$ cat config.mk
export PLATFORM = sky130hd
export DESIGN_NAME = score_pulse_gen
export DESIGN_NICKNAME = d
export VERILOG_FILES = /design/src/rtl/score_pulse_gen.sv
export SDC_FILE = /design/constraint.sdc
export NUM_CORES = 1
export LEC_CHECK = 0
export ABC_CLOCK_PERIOD_IN_PS = 4640
export CAP_MARGIN = 10
export CORE_ASPECT_RATIO = 1.1
export CORE_MARGIN = 8
export CORE_UTILIZATION = 45
export CTS_CLUSTER_SIZE = 14
export DETAILED_ROUTE_END_ITERATION = 10
export DONT_BUFFER_PORTS = 1
export PLACE_DENSITY_LB_ADDON = 0.3
export SETUP_SLACK_MARGIN = 0.1
export SLEW_MARGIN = 20
export SYNTH_ARGS = -nofsm -noshare
export SYNTH_HDL_FRONTEND = slang
export SYNTH_SLANG_ARGS = --single-unit
export TNS_END_PERCENT = 100
$ cat constraint.sdc
create_clock -name clk -period 4.64 [get_ports clk]
set_input_delay 0.464 -clock clk [delete_from_list [all_inputs] [get_ports clk]]
set_output_delay 0.464 -clock clk [all_outputs]
set_load 0.01 [all_outputs]
$ cat src/rtl/score_pulse_gen.sv
// -----------------------------------------------------------------------------
// score_pulse_gen
//
// Upstream scoring stage for the Flappy Bird score display. Tracks the game
// state (IDLE / PLAY / OVER), watches the leading pipe column and emits one
// single-cycle upCount pulse every time a pipe clears the bird's column while
// the bird is alive. It also keeps a saturating binary point total and
// issues a one-cycle clear_scores pulse when a finished game is dismissed,
// so the downstream decimal digit counters restart at zero.
//
// Ports
//   clk           in   system clock
//   reset         in   asynchronous active-low reset (0 = in reset)
//   start         in   start button level (debounced, synchronized)
//   crash         in   collision level, sampled every cycle
//   pipe_shift    in   one-cycle strobe: pipes move one column left
//   pipe_col      in   leading pipe column before the shift (valid with strobe)
//   upCount       out  one-cycle point pulse to the least-significant digit
//   clear_scores  out  one-cycle pulse: downstream counters go to zero
//   points        out  saturating point total, 0..MAX_POINTS
//   playing       out  high while in PLAY
//   game_over     out  high while in OVER
//   dbg_state_o   out  raw FSM state (0 IDLE, 1 PLAY, 2 OVER) for checkers
//
// Interface semantics: pipe_shift is a strobe with no back-pressure; pipe_col
// is only looked at on a cycle where pipe_shift=1 and the FSM is in PLAY.
// Every output is a flop, so each response shows up one cycle after the edge
// that sampled the inputs.
// -----------------------------------------------------------------------------
module score_pulse_gen #(
  parameter int               COL_W      = 4,
  parameter logic [COL_W-1:0] BIRD_COL   = COL_W'(3),
  parameter int               MAX_POINTS = 99
) (
  input  logic             clk,
  input  logic             reset,
  input  logic             start,
  input  logic             crash,
  input  logic             pipe_shift,
  input  logic [COL_W-1:0] pipe_col,
  output logic             upCount,
  output logic             clear_scores,
  output logic [6:0]       points,
  output logic             playing,
  output logic             game_over,
  output logic [1:0]       dbg_state_o
);

  localparam logic [6:0] MAX_PTS = 7'(MAX_POINTS);

  typedef enum logic [1:0] {
    ST_IDLE = 2'd0,
    ST_PLAY = 2'd1,
    ST_OVER = 2'd2
  } state_e;

  state_e     state_q, state_d;
  logic [6:0] points_q, points_d;
  logic       armed_q, armed_d;
  logic       upcount_q, upcount_d;
  logic       clear_q, clear_d;
  logic       playing_q, game_over_q;

  logic at_bird;
  assign at_bird = (pipe_col == BIRD_COL);

  // State register
  always_ff @(posedge clk or negedge reset) begin
    if (!reset) begin
      state_q <= ST_IDLE;
    end else begin
      state_q <= state_d;
    end
  end

  // Next-state logic; crash has top priority inside PLAY.
  always_comb begin
    state_d = state_q;
    case (state_q)
      ST_IDLE: if (start) state_d = ST_PLAY;
      ST_PLAY: if (crash) state_d = ST_OVER;
      ST_OVER: if (start) state_d = ST_IDLE;
      default: state_d = ST_IDLE;
    endcase
  end

  // Output / datapath next values.
  always_comb begin
    points_d  = points_q;
    armed_d   = armed_q;
    upcount_d = 1'b0;
    clear_d   = 1'b0;
    case (state_q)
      ST_IDLE: begin
        if (start) begin
          points_d = '0;
          armed_d  = 1'b1;
        end
      end
      ST_PLAY: begin
        if (crash) begin
          // Dying on the same cycle as a pass earns nothing.
          points_d = points_q;
        end else if (pipe_shift) begin
          if (at_bird) begin
            // A pipe sitting at the bird column for several shifts (stall or
            // wrap) must score only once, so disarm even when saturated.
            armed_d = 1'b0;
            if (armed_q && (points_q < MAX_PTS)) begin
              upcount_d = 1'b1;
              points_d  = points_q + 7'd1;
            end
          end else begin
            armed_d = 1'b1;
          end
        end
      end
      ST_OVER: begin
        if (start) begin
          clear_d  = 1'b1;
          points_d = '0;
        end
      end
      default: begin
        points_d = '0;
        armed_d  = 1'b1;
      end
    endcase
  end

  // Datapath and registered outputs.
  always_ff @(posedge clk or negedge reset) begin
    if (!reset) begin
      points_q    <= '0;
      armed_q     <= 1'b1;
      upcount_q   <= 1'b0;
      clear_q     <= 1'b0;
      playing_q   <= 1'b0;
      game_over_q <= 1'b0;
    end else begin
      points_q    <= points_d;
      armed_q     <= armed_d;
      upcount_q   <= upcount_d;
      clear_q     <= clear_d;
      playing_q   <= (state_d == ST_PLAY);
      game_over_q <= (state_d == ST_OVER);
    end
  end

  assign upCount      = upcount_q;
  assign clear_scores = clear_q;
  assign points       = points_q;
  assign playing      = playing_q;
  assign game_over    = game_over_q;
  assign dbg_state_o  = state_q;

endmodule

* Yosys cells after proc, flatten, opt, wreduce, memory -nomap -nowiden
Index checks and enable logic that the tools add are counted.
** Storage, ports and cells
- Bits in registers :: 14
- Bits of input ports :: 9
- Output and inout port bits :: 13
- Word-level logic and storage cells :: 48
** Operators by class
- Add/subtract/negate cells :: 1
- $lt $le $gt $ge :: 1
- Equality and inequality tests :: 11
- Muxes and demuxes :: 22
- Bitwise operators :: 1
- Reductions and logical operators :: 5
** Operator list (number)
- $mux W7 :: 5
- $pmux W7 S2 :: 1
- $mux W1 :: 11
- $ne A2 B2 Y1 const B :: 5
- $add A7 B1 Y7 const B :: 1
- $lt A7 B7 Y1 const B :: 1
- $mux W2 :: 3
- $pmux W2 S3 :: 1
- $reduce_and A5 Y1 :: 1
- $eq A2 B1 Y1 const B :: 2
- $eq A2 B2 Y1 const B :: 2
- $eq A4 B2 Y1 const B :: 1
- $reduce_and A4 Y1 :: 1
- $pmux W1 S3 :: 1
- $logic_not A2 Y1 :: 1
- $ne A2 B1 Y1 const B :: 1
- $reduce_or A2 Y1 :: 1
- $logic_and A1 B1 Y1 :: 1
- $not A1 Y1 :: 1

* Longest topological paths before layout
- Word-level depth :: 7
- Gate-level depth with buffers :: 5

* Least setup slack after synthesis
Ideal clock, no wire load.
- Kind :: register -> register
- Start :: register points_q[1], in the netlist points[1]
- End :: register points_q[0], in the netlist points[0]
- Arrival :: 1405 ps
- Data required time :: 4515 ps
- Path slack :: 3110 ps
- Cell stages (with the launch flop) :: 5
- Buffers on the path :: 0
- Cell sequence :: dfrtp_1 -> a2111oi_4 -> o211a_4 -> o21ai_2 -> mux2_2
** On the way
- Longest elaborated chain between the ends :: 4
** RTL lines
- from (decl) :: RTL line 58 : logic [6:0] points_q, points_d;
- from (signal assigned) :: RTL line 141 : points_q <= points_d;
- $lt A7 B7 Y1 :: RTL line 109 : if (armed_q && (points_q < MAX_PTS)) begin
- $logic_and A1 B1 Y1 :: RTL line 109
- $ne A2 B2 Y1 (no source line)
- $reduce_and A5 Y1 (no source line)
No other way between the ends.
A chain may end at the register's enable or synchronous reset.

* Worst setup path after layout
Ends and elaborated chain as after synthesis.

==> run summary <==
The total routing resource utilization after global routing was 11.4%; the maximum single-stage delay on the critical path was 500 ps. The highest attainable clock frequency is 0.602 GHz, and the number of clock sinks is 14. Traced cell by cell, the critical path runs through a2111oi_4 -> o211a_4 -> o21ai_2 -> mux2_2. The data required time at the worst endpoint is 4820 ps, and the share of flip-flops with an asynchronous set or reset is 100%.

The number of max-slew violations in the final report is 0. After Yosys synthesis, and, or, nand and nor cells account for 17.9% of the synthesized area. The first routing iteration left 20 violations.

Family with the most delay on the worst path: compound AO/OA/AOI/OAI gates. The via count of the first global-routing pass was 570. The number of flops mapped to enable cells by yosys is 0, and the detailed-router iteration count before antenna repair is 4.

After detailed routing, the total wire length is 1.70 mm. The share of cell area taken by muxes after synthesis is 1.51%, and the reg-to-reg setup timing slack is 2980 ps. The tools report the critical path capture point type as a flip-flop. The synthesis-stage register bit count was 14.

The run finished with clean final reports. Routability-driven placement finished with a final weighted congestion of 0.847. For the number of primary I/O pins, the log shows 22.

Setup repair after global routing left no endpoint under its margin. The post-synthesis xor/xnor area fraction was 0%. The time the worst path needs with I/O delays and setup works out to 1660 ps. TritonCTS built the clock tree. The type of the tightest min-delay check is in2reg. Across the VDD grid, the largest voltage drop is 0.302 mV. Clock-pin slew was measured on the worst setup and hold paths at 80 ps.

The initial antenna violation count is 0, and the share of the core filled with cells in the final layout is 53.0%. Post-synthesis cell type count: 30. The area share of the leading cell type in the synthesized netlist was 43.5%; the net count reported at finish was 87. The clock latency reported for the late side of the worst-skew pair is 290 ps. By area, the combinational part of the netlist is dominated by compound AO/OA/AOI/OAI gates. The effective utilization at floorplan was 48.0%.

The placed wire-length estimate is 1.19 mm. The leakage power was 0.000334 uW; the sequential share of the synthesized area was 47.0%. Counting every net in the synthesized netlist gives 80.

The number of H-tree levels is 1. The flip-flop cell with the highest count after synthesis was sky130_fd_sc_hd__dfrtp_1. Counting along the longest clock path gives a buffer depth of 2. In the synthesized netlist, the cells that appear most often are sky130_fd_sc_hd__dfrtp_1, sky130_fd_sc_hd__nand2_1, sky130_fd_sc_hd__o21ai_0. The average detailed-routed wire length per instance is 18.3 um, and the count of nets left with antenna violations after detail routing is 0. Counting every instance in the synthesized netlist gives 70. The measured slew at the worst slew-check pin is 583 ps, and the fraction of the mapped netlist area in compound gates is 30.4%. In this run the tightest slew margin relative to its limit is 61.0%. The global-route wire length before repair was 2.75 mm. Once the clock tree was built, the resizer swapped 0 gates to a different size. The height of the chip works out to 58.8 um.

After floorplanning, the core was divided into 15 placement rows. The number of endpoints with negative hold slack in the final report is 0. In this run the worst path has a maximum fanout of 7. By startpoint and endpoint, the worst setup path is classified as reg2reg. Adding up every negative setup slack in the final design gives 0 ps. The number of warning messages in the yosys log is 0, and the share of synthesized cell area in full adder, half adder and majority cells is 1.67%. CTS placed an instance of sky130_fd_sc_hd__clkbuf_4 at the clock tree root.

Of all cell types, the one taking the most synthesized area is sky130_fd_sc_hd__dfrtp_1. After layout, the worst path uses 35.8% of the clock period. 0 antenna diodes ended up in the layout.

The clock arrives with 0.586 ps of skew. Setup violations remaining at the end of the flow were counted as 0. The slowest stage of the critical path belongs to the cell sky130_fd_sc_hd__dfrtp_1. After floorplanning, the core was sized to cover 1560 um2.

The full die area was 3230 um2; the area added between synthesis and finish was 10.4%. The count of input and output buffers is 0. The count of buffer and inverter cells on the critical path is 0.

The summed instance area of the synthesized netlist was 748 um2. The clock buffer count from CTS was 3. Each instance of the synthesized netlist takes up on average 10.7 um2. For the number of buffers added to fix hold violations after cts, the log shows 1. Yosys attributes the largest share of cell area to sky130_fd_sc_hd__dfrtp_1, sky130_fd_sc_hd__o21ai_0, sky130_fd_sc_hd__nand2_1. For the worst setup path, the data arrival time is 1840 ps. In this run the horizontal extent of the chip is 54.9 um. The via-per-instance ratio was 6.35; the number of buffers inserted to repair setup after CTS was 0. The worst setup path is launched from a flip-flop. Global routing finished with a remaining overflow of 0. In the final layout, the share of cells above drive strength 1 is 17.1%.

The overall via count from detail_route was 591; the largest net degree at the start of global routing was 14. The number of max-capacitance violations reported was 0; the power density over the cells was 492 nW/um2. The most frequent cell after synthesis is sky130_fd_sc_hd__dfrtp_1. The number of design rule violations left after detail routing is 0.
[metal layers]
layer  routed length, um  track usage [%]
met1                 745             14.8
met2                 739             14.7
met3                 166             5.04
met4                  52             7.04
met5                   0                0
[area by class of cell]
cell class                 count  area [um2]
inverter                       3        11.3
fill                         143         732
timing repair buffer           2        20.0
tap                           17        21.3
clock buffer                   4        36.3
multi-input combinational     53         385
sequential                    14         352
[through the flow]
stage	area (um2)	setup WS (ps)	hold WS [ps]	total power, uW	cells
after detailed placement	769	3010	169	312	87
after CTS	816	2990	0.705	405	92
after floorplan	748	3110	168	283	70
after global placement	769	3020	169	311	87
after global routing	826	2910	252	427	93
final	826	2980	259	406	93
[final timing paths]
path / start / end / cells past startpoint
worst max-delay path: points[1] / points[0] / 4
worst min-delay path: crash / playing / 1
worst max register to register: points[1] / points[0] / 4
worst min register to register: armed_q / armed_q / 2
max in group asynchronous: reset / dbg_state_o[0] / 1
min in group asynchronous: reset / armed_q / 1
[cells by family after synthesis]
| logic type | count (synthesis) |
|---|---|
| AOI/OAI and AO/OA | 26 |
| adders and majority gates | 1 |
| buffers and inverters | 3 |
| DFF | 14 |
| muxes | 1 |
| and+or+nand+nor | 25 |
[worst reg2reg max path: stages (launching register included)]
cell                        delay (ps)
sky130_fd_sc_hd__dfrtp_1           500
sky130_fd_sc_hd__a2111oi_4         480
sky130_fd_sc_hd__o211a_4           240
sky130_fd_sc_hd__o21ai_2            70
sky130_fd_sc_hd__mux2_2            270
[flip-flops by register name, indices dropped and copies added (netlist names)]
name	cells
upCount	1
dbg_state_o	2
game_over	1
armed_q	1
points	7
clear_scores	1
playing	1
[where the power goes]
group | internal (uW) | switching, uW
Clock | 47.9 | 42.5
Combinational | 46.3 | 65.3
Sequential | 151 | 52.6
[placed cells by master, fill, tap and decap left out, types with 3 or more instances in the layout]
cell type,count
sky130_fd_sc_hd__a21oi_1,3
sky130_fd_sc_hd__nor2_1,5
sky130_fd_sc_hd__nand2_1,8
sky130_fd_sc_hd__dfrtp_1,13
sky130_fd_sc_hd__inv_1,3
sky130_fd_sc_hd__o21ai_0,6
sky130_fd_sc_hd__a211oi_1,3
sky130_fd_sc_hd__nand3_1,3
sky130_fd_sc_hd__clkbuf_4,3
Power figures use the tool's default switching activity.
